--- config.mk ---
export PLATFORM = sky130hd
export DESIGN_NAME = hyper_arb_rr_nch
export DESIGN_NICKNAME = d
export VERILOG_FILES = /design/src/rtl/hyper_arb_pkg.sv /design/src/rtl/hyper_arb_rr_pick.sv /design/src/rtl/hyper_arb_rr_nch.sv
export SDC_FILE = /design/constraint.sdc
export NUM_CORES = 1
export LEC_CHECK = 0
export BUFFER_PORTS_ARGS = -buffer_cell sky130_fd_sc_hd__buf_2
export CAP_MARGIN = 10
export CORE_ASPECT_RATIO = 0.6
export CORE_MARGIN = 2
export CORE_UTILIZATION = 30
export CTS_BUF_LIST = sky130_fd_sc_hd__clkbuf_8
export DETAILED_ROUTE_END_ITERATION = 8
export PLACE_DENSITY = 0.61
export SYNTH_ARGS = -nofsm -noshare
export SYNTH_HDL_FRONTEND = slang
export SYNTH_HIERARCHICAL = 1
export SYNTH_SLANG_ARGS = --single-unit
--- constraint.sdc ---
create_clock -name clk_i -period 3.4 [get_ports clk_i]
set_clock_uncertainty 0.2 [all_clocks]
set_input_delay 0.68 -clock clk_i [delete_from_list [all_inputs] [get_ports clk_i]]
set_output_delay 0.68 -clock clk_i [all_outputs]
set_load 0.01 [all_outputs]
--- src/rtl/hyper_arb_pkg.sv ---
// Shared types and helpers for the uDMA HyperBus round-robin arbiters.
package hyper_arb_pkg;

  // Wide enough for any channel count these arbiters are built with (<= 256).
  localparam int RR_IDX_W = 8;

  typedef struct packed {
    logic [RR_IDX_W-1:0] ptr;
    logic                lock;
    logic [RR_IDX_W-1:0] lock_ch;
  } rr_state_t;

  function automatic int clog2_min1(input int n);
    return (n <= 1) ? 1 : $clog2(n);
  endfunction

endpackage

--- src/rtl/hyper_arb_rr_pick.sv ---
// Combinational round-robin pick: first requester at or after ptr, wrapping.
module hyper_arb_rr_pick
  import hyper_arb_pkg::*;
#(
  parameter int NUM_CH = 4,
  parameter int CH_W   = clog2_min1(NUM_CH)
) (
  input  logic [NUM_CH-1:0]   req,
  input  logic [RR_IDX_W-1:0] ptr,
  output logic [NUM_CH-1:0]   win_oh,
  output logic [CH_W-1:0]     win_idx,
  output logic                win_vld
);

  logic [NUM_CH-1:0]   mask;
  logic [2*NUM_CH-1:0] dbl;
  logic                found;

  // Lower half holds requests at or above ptr, upper half the full vector,
  // so the lowest set bit of the pair is the wrapped round-robin winner.
  always_comb begin
    for (int c = 0; c < NUM_CH; c++) mask[c] = (c >= int'(ptr));
    dbl     = {req, req & mask};
    found   = 1'b0;
    win_idx = '0;
    for (int i = 0; i < 2*NUM_CH; i++) begin
      if (!found && dbl[i]) begin
        found   = 1'b1;
        win_idx = CH_W'(i % NUM_CH);
      end
    end
    for (int c = 0; c < NUM_CH; c++) win_oh[c] = found && (win_idx == CH_W'(c));
    win_vld = found;
  end

endmodule

--- src/rtl/hyper_arb_rr_nch.sv ---
// N-channel round-robin arbiter with optional burst lock and a one-entry output slice.
module hyper_arb_rr_nch
  import hyper_arb_pkg::*;
#(
  parameter  int NUM_CH     = 4,
  parameter  int DATA_WIDTH = 32,
  parameter  int ID_WIDTH   = 4,
  parameter  int LOCK_EN    = 1,
  localparam int CH_W       = clog2_min1(NUM_CH)
) (
  input  logic                         clk_i,
  input  logic                         rst_i,
  input  logic [NUM_CH-1:0]            req_i,
  output logic [NUM_CH-1:0]            gnt_o,
  input  logic [NUM_CH*DATA_WIDTH-1:0] data_i,
  input  logic [NUM_CH*ID_WIDTH-1:0]   id_i,
  input  logic [NUM_CH-1:0]            last_i,
  output logic                         req_o,
  input  logic                         gnt_i,
  output logic [DATA_WIDTH-1:0]        data_o,
  output logic [ID_WIDTH-1:0]          id_o,
  output logic [CH_W-1:0]              ch_o,
  output logic                         last_o
);

  rr_state_t st_q, st_d;

  logic                  space, xfer, locked;
  logic                  pick_vld, win_vld, win_last;
  logic [NUM_CH-1:0]     pick_oh, lock_sel, win_oh;
  logic [CH_W-1:0]       pick_idx, lock_idx, win_idx;
  logic [DATA_WIDTH-1:0] win_data;
  logic [ID_WIDTH-1:0]   win_id;

  assign locked = (LOCK_EN != 0) && st_q.lock;
  assign space  = ~req_o | gnt_i;

  hyper_arb_rr_pick #(.NUM_CH(NUM_CH), .CH_W(CH_W)) u_pick (
    .req     (req_i),
    .ptr     (st_q.ptr),
    .win_oh  (pick_oh),
    .win_idx (pick_idx),
    .win_vld (pick_vld)
  );

  // While locked only the owning channel may win; everyone else stalls.
  always_comb begin
    lock_idx = '0;
    for (int c = 0; c < NUM_CH; c++) begin
      lock_sel[c] = req_i[c] && (st_q.lock_ch == RR_IDX_W'(c));
      if (st_q.lock_ch == RR_IDX_W'(c)) lock_idx = CH_W'(c);
    end
    if (locked) begin
      win_oh  = lock_sel;
      win_idx = lock_idx;
      win_vld = |lock_sel;
    end else begin
      win_oh  = pick_oh;
      win_idx = pick_idx;
      win_vld = pick_vld;
    end
  end

  always_comb begin
    win_data = '0;
    win_id   = '0;
    for (int c = 0; c < NUM_CH; c++) begin
      if (win_oh[c]) begin
        win_data = data_i[c*DATA_WIDTH +: DATA_WIDTH];
        win_id   = id_i[c*ID_WIDTH +: ID_WIDTH];
      end
    end
    win_last = |(last_i & win_oh);
  end

  assign xfer  = win_vld & space;
  assign gnt_o = xfer ? win_oh : '0;

  // Pointer only moves past a channel once its burst has finished.
  always_comb begin
    st_d = st_q;
    if (xfer) begin
      if (LOCK_EN == 0 || win_last)
        st_d.ptr = RR_IDX_W'((int'(win_idx) + 1) % NUM_CH);
      if (LOCK_EN != 0) begin
        st_d.lock = ~win_last;
        if (!win_last) st_d.lock_ch = RR_IDX_W'(win_idx);
      end
    end
  end

  always_ff @(posedge clk_i) begin
    if (rst_i) begin
      st_q   <= '0;
      req_o  <= 1'b0;
      data_o <= '0;
      id_o   <= '0;
      ch_o   <= '0;
      last_o <= 1'b0;
    end else begin
      st_q <= st_d;
      if (xfer) begin
        req_o  <= 1'b1;
        data_o <= win_data;
        id_o   <= win_id;
        ch_o   <= win_idx;
        last_o <= win_last;
      end else if (gnt_i) begin
        req_o <= 1'b0;
      end
    end
  end

endmodule

==> flow_summary.toml <==
[synthesis]
synth_top_area_share_pct = 27.45
yosys_register_bits = 45
ys.flop_type = "dfxtp_1"
yosys.area.top_type = "dfxtp_1"
synth-edff-count = 0
async_reset_ff_share_pct = 0
syn_area_um2 = 3282
seq_area_frac_synth_pct = 27.45
synthDistinctLibCells = 56
syn_avg_cell_area_um2 = 9.350
ys_top_cells_by_area = "dfxtp_1, a211oi_2, a221o_1, o211ai_1, a21oi_1"
synthCells = 351
yosys_warnings = 6

[global_route]
grt_pass1_vias = 3631
grt_use_total_pct = 19.29
grt_pass1_wl_um = 18440
grt_max_degree = 48
overflow = 0
met3_usage_pct = 6.151
gr-max-usage-layer = "met2"
grt_util_met2_pct = 32.69
antenna_found_initial = 1
use_met1_pct = 24.16

[sta]
finalCritPeriodShare_pct = 96.71
tightestPinTransition_ns = 1.000
finalSetupTns_ns = 0
finalSetupViolations = 0
relSlewSlack_pct = 33.31
rsz0062_at_grt = "no"
slew_violations = 0
max_freq_mhz = 304.1
hold_violations = 0
min_period_ns = 3.288

[drt]
post_drt_wl_per_cell_um = 16.91
drc = 0
finalWirelength_um = 11480
drt-initial-drc-count = 212
ant_nets = 0
vias_per_cell = 5.371
drtPass1Iterations = 4
vias = 3647

[place]
port_buffers = 198
dpl.hpwl_um = 8690
gp_congestion = 0.8992

[cts]
numCtsBuffers = 5
cts_max_level = 2
post_cts_buffers = 0
cts_resized = 0
cts_tree = "done"
cts_hold_buf = 0
cts_root_buffer = "clkbuf_8"
cts_sinks = 45
clock_latency_ns = 0.30
clk_pin_slew_ns = 0.09
clock_tree.buffer_depth = 2

[setup_path]
worst_setup_path_end_kind = "primary output"
slowest_stage = "or2_1"
cp_cell_sequence = "buf_2 > a21boi_1 > o2111ai_2 > a2bb2oi_2 > a31o_1 > nor2_1 > nor2b_1 > or2_1 > and3_1 > buf_2"
critPathRequiredTime_ns = 2.52
cp_max_fo = 8
critPathBufInv = 2
worstSetupPathType = "input port to primary output"
critPathLaunchType = "input port"
worst_path_largest_cell_delay_ns = 0.28
crit_arrival_ns = 2.41
crit_top_cell = "buf_2"
crit_family = "compound AO/OA/AOI/OAI gates"

[final_layout]
utilization_pct = 42.15
final_net_count = 694
final_cell_mix = "buf_2, a21oi_1, dfxtp_1, a221o_1, o211ai_1"
antennaDiodeCount = 0
drive_gt1_share_pct = 55.19
area_delta_synth_final_pct = 36.07
final_common_cell = "buf_2"

[floorplan]
initial_utilization_pct = 30.98
io_pins = 199
chipWidth_um = 139.0
die-area_um2 = 11820
rows = 29
die_height_um = 85.02
core_area_um2 = 10600

[pwr]
design_power_total_w = 0.001899
power_leakage_nw = 1.962
worst_ir_drop_vdd_mv = 0.1864
power_density_nw_per_um2 = 425.2

[worst_hold_path]
hold_path.class = "flip-flop to flip-flop"

[run]
drv_cap = 0

[run_status]
status = "complete, no violations"
cell families after synthesis:
logic type / synth area share, %
flops: 27.45
buf+inv: 6.557
mux: 1.754
simple gates: 18.68
xor+xnor: 0.2669
compound gates: 45.18
other cells: 0.1143
worst reg2reg max path, cell delays in order (launching register included):
cell      delay, ns
dfxtp_1        0.39
nand2b_1       0.20
a21oi_1        0.20
o21bai_1       0.13
a31oi_2        0.26
nor2_1         0.08
nor2b_1        0.18
or2_1          0.28
buf_4          0.22
a221o_1        0.39
o211ai_1       0.12
a211oi_2       0.09
area by class of cell:
type / count / area (um2)
fillers: 1062 / 6130
clock buffers: 5 / 68.82
clock inverters: 3 / 11.26
multi-input cells: 271 / 2200
flip-flops and latches: 45 / 900.9
repair buffers: 212 / 1096
well taps: 139 / 173.9
inverters: 4 / 15.01
metal layers:
metal / vias up / part of all wire (%)
met1: 1718 / 44
met3: 15 / 8.4
met5: - / 0.11
met4: 2 / 1.2
li1: 1752 / -
met2: 160 / 46
flip-flops by register name, summed over array words and instances (netlist names):
name,cells
id_o,4
locked,1
ch_o,2
req_o,1
last_o,1
data_o,32
st_q,4
stage by stage:
stage | setup WS [ns] | area, um2 | cells | hold slack, ns
after floorplan | 0.2481 | 3301 | 356 | 0.2919
after global placement | 0.1862 | 4385 | 671 | 0.2858
after detailed placement | 0.1391 | 4385 | 671 | 0.2916
after CTS | 0.1326 | 4466 | 679 | 0.3040
after global routing | 0.01230 | 4466 | 679 | 0.3428
final | 0.1118 | 4466 | 679 | 0.2993
cells in the mapped netlist, types with 2 or more instances:
cell type and count:
a21oi_1 45, dfxtp_1 45, a221o_1 36, o211ai_1 36
a211oi_2 34, nor2_1 20, nor2_4 20, buf_2 16
clkbuf_1 11, nor2_2 10, a211oi_1 6, o21ai_0 5
buf_4 4, buf_6 4, nand2_1 4, nor2b_1 4
inv_1 3, nand2b_1 3, and2_1 2, and4_1 2
mux2i_1 2, nand3_1 2, nor3_1 2, o21bai_1 2
or2_1 2
final timing paths:
kind	startpoint	to	slack (ns)	cells past startpoint
min reg2reg	id_o[0]	id_o[0]	0.30	2
max reg2reg	st_q[10]	id_o[1]	0.52	11
min	id_o[0]	id_o[0]	0.30	2
max	req_i[2]	gnt_o[1]	0.11	10
where the power goes:
part           total, W  internal [W]  switching, W
Sequential     0.000696      0.000615     0.0000818
Combinational  0.000878      0.000406      0.000472
Clock          0.000325      0.000138      0.000187
Power figures use the tool's default switching activity.
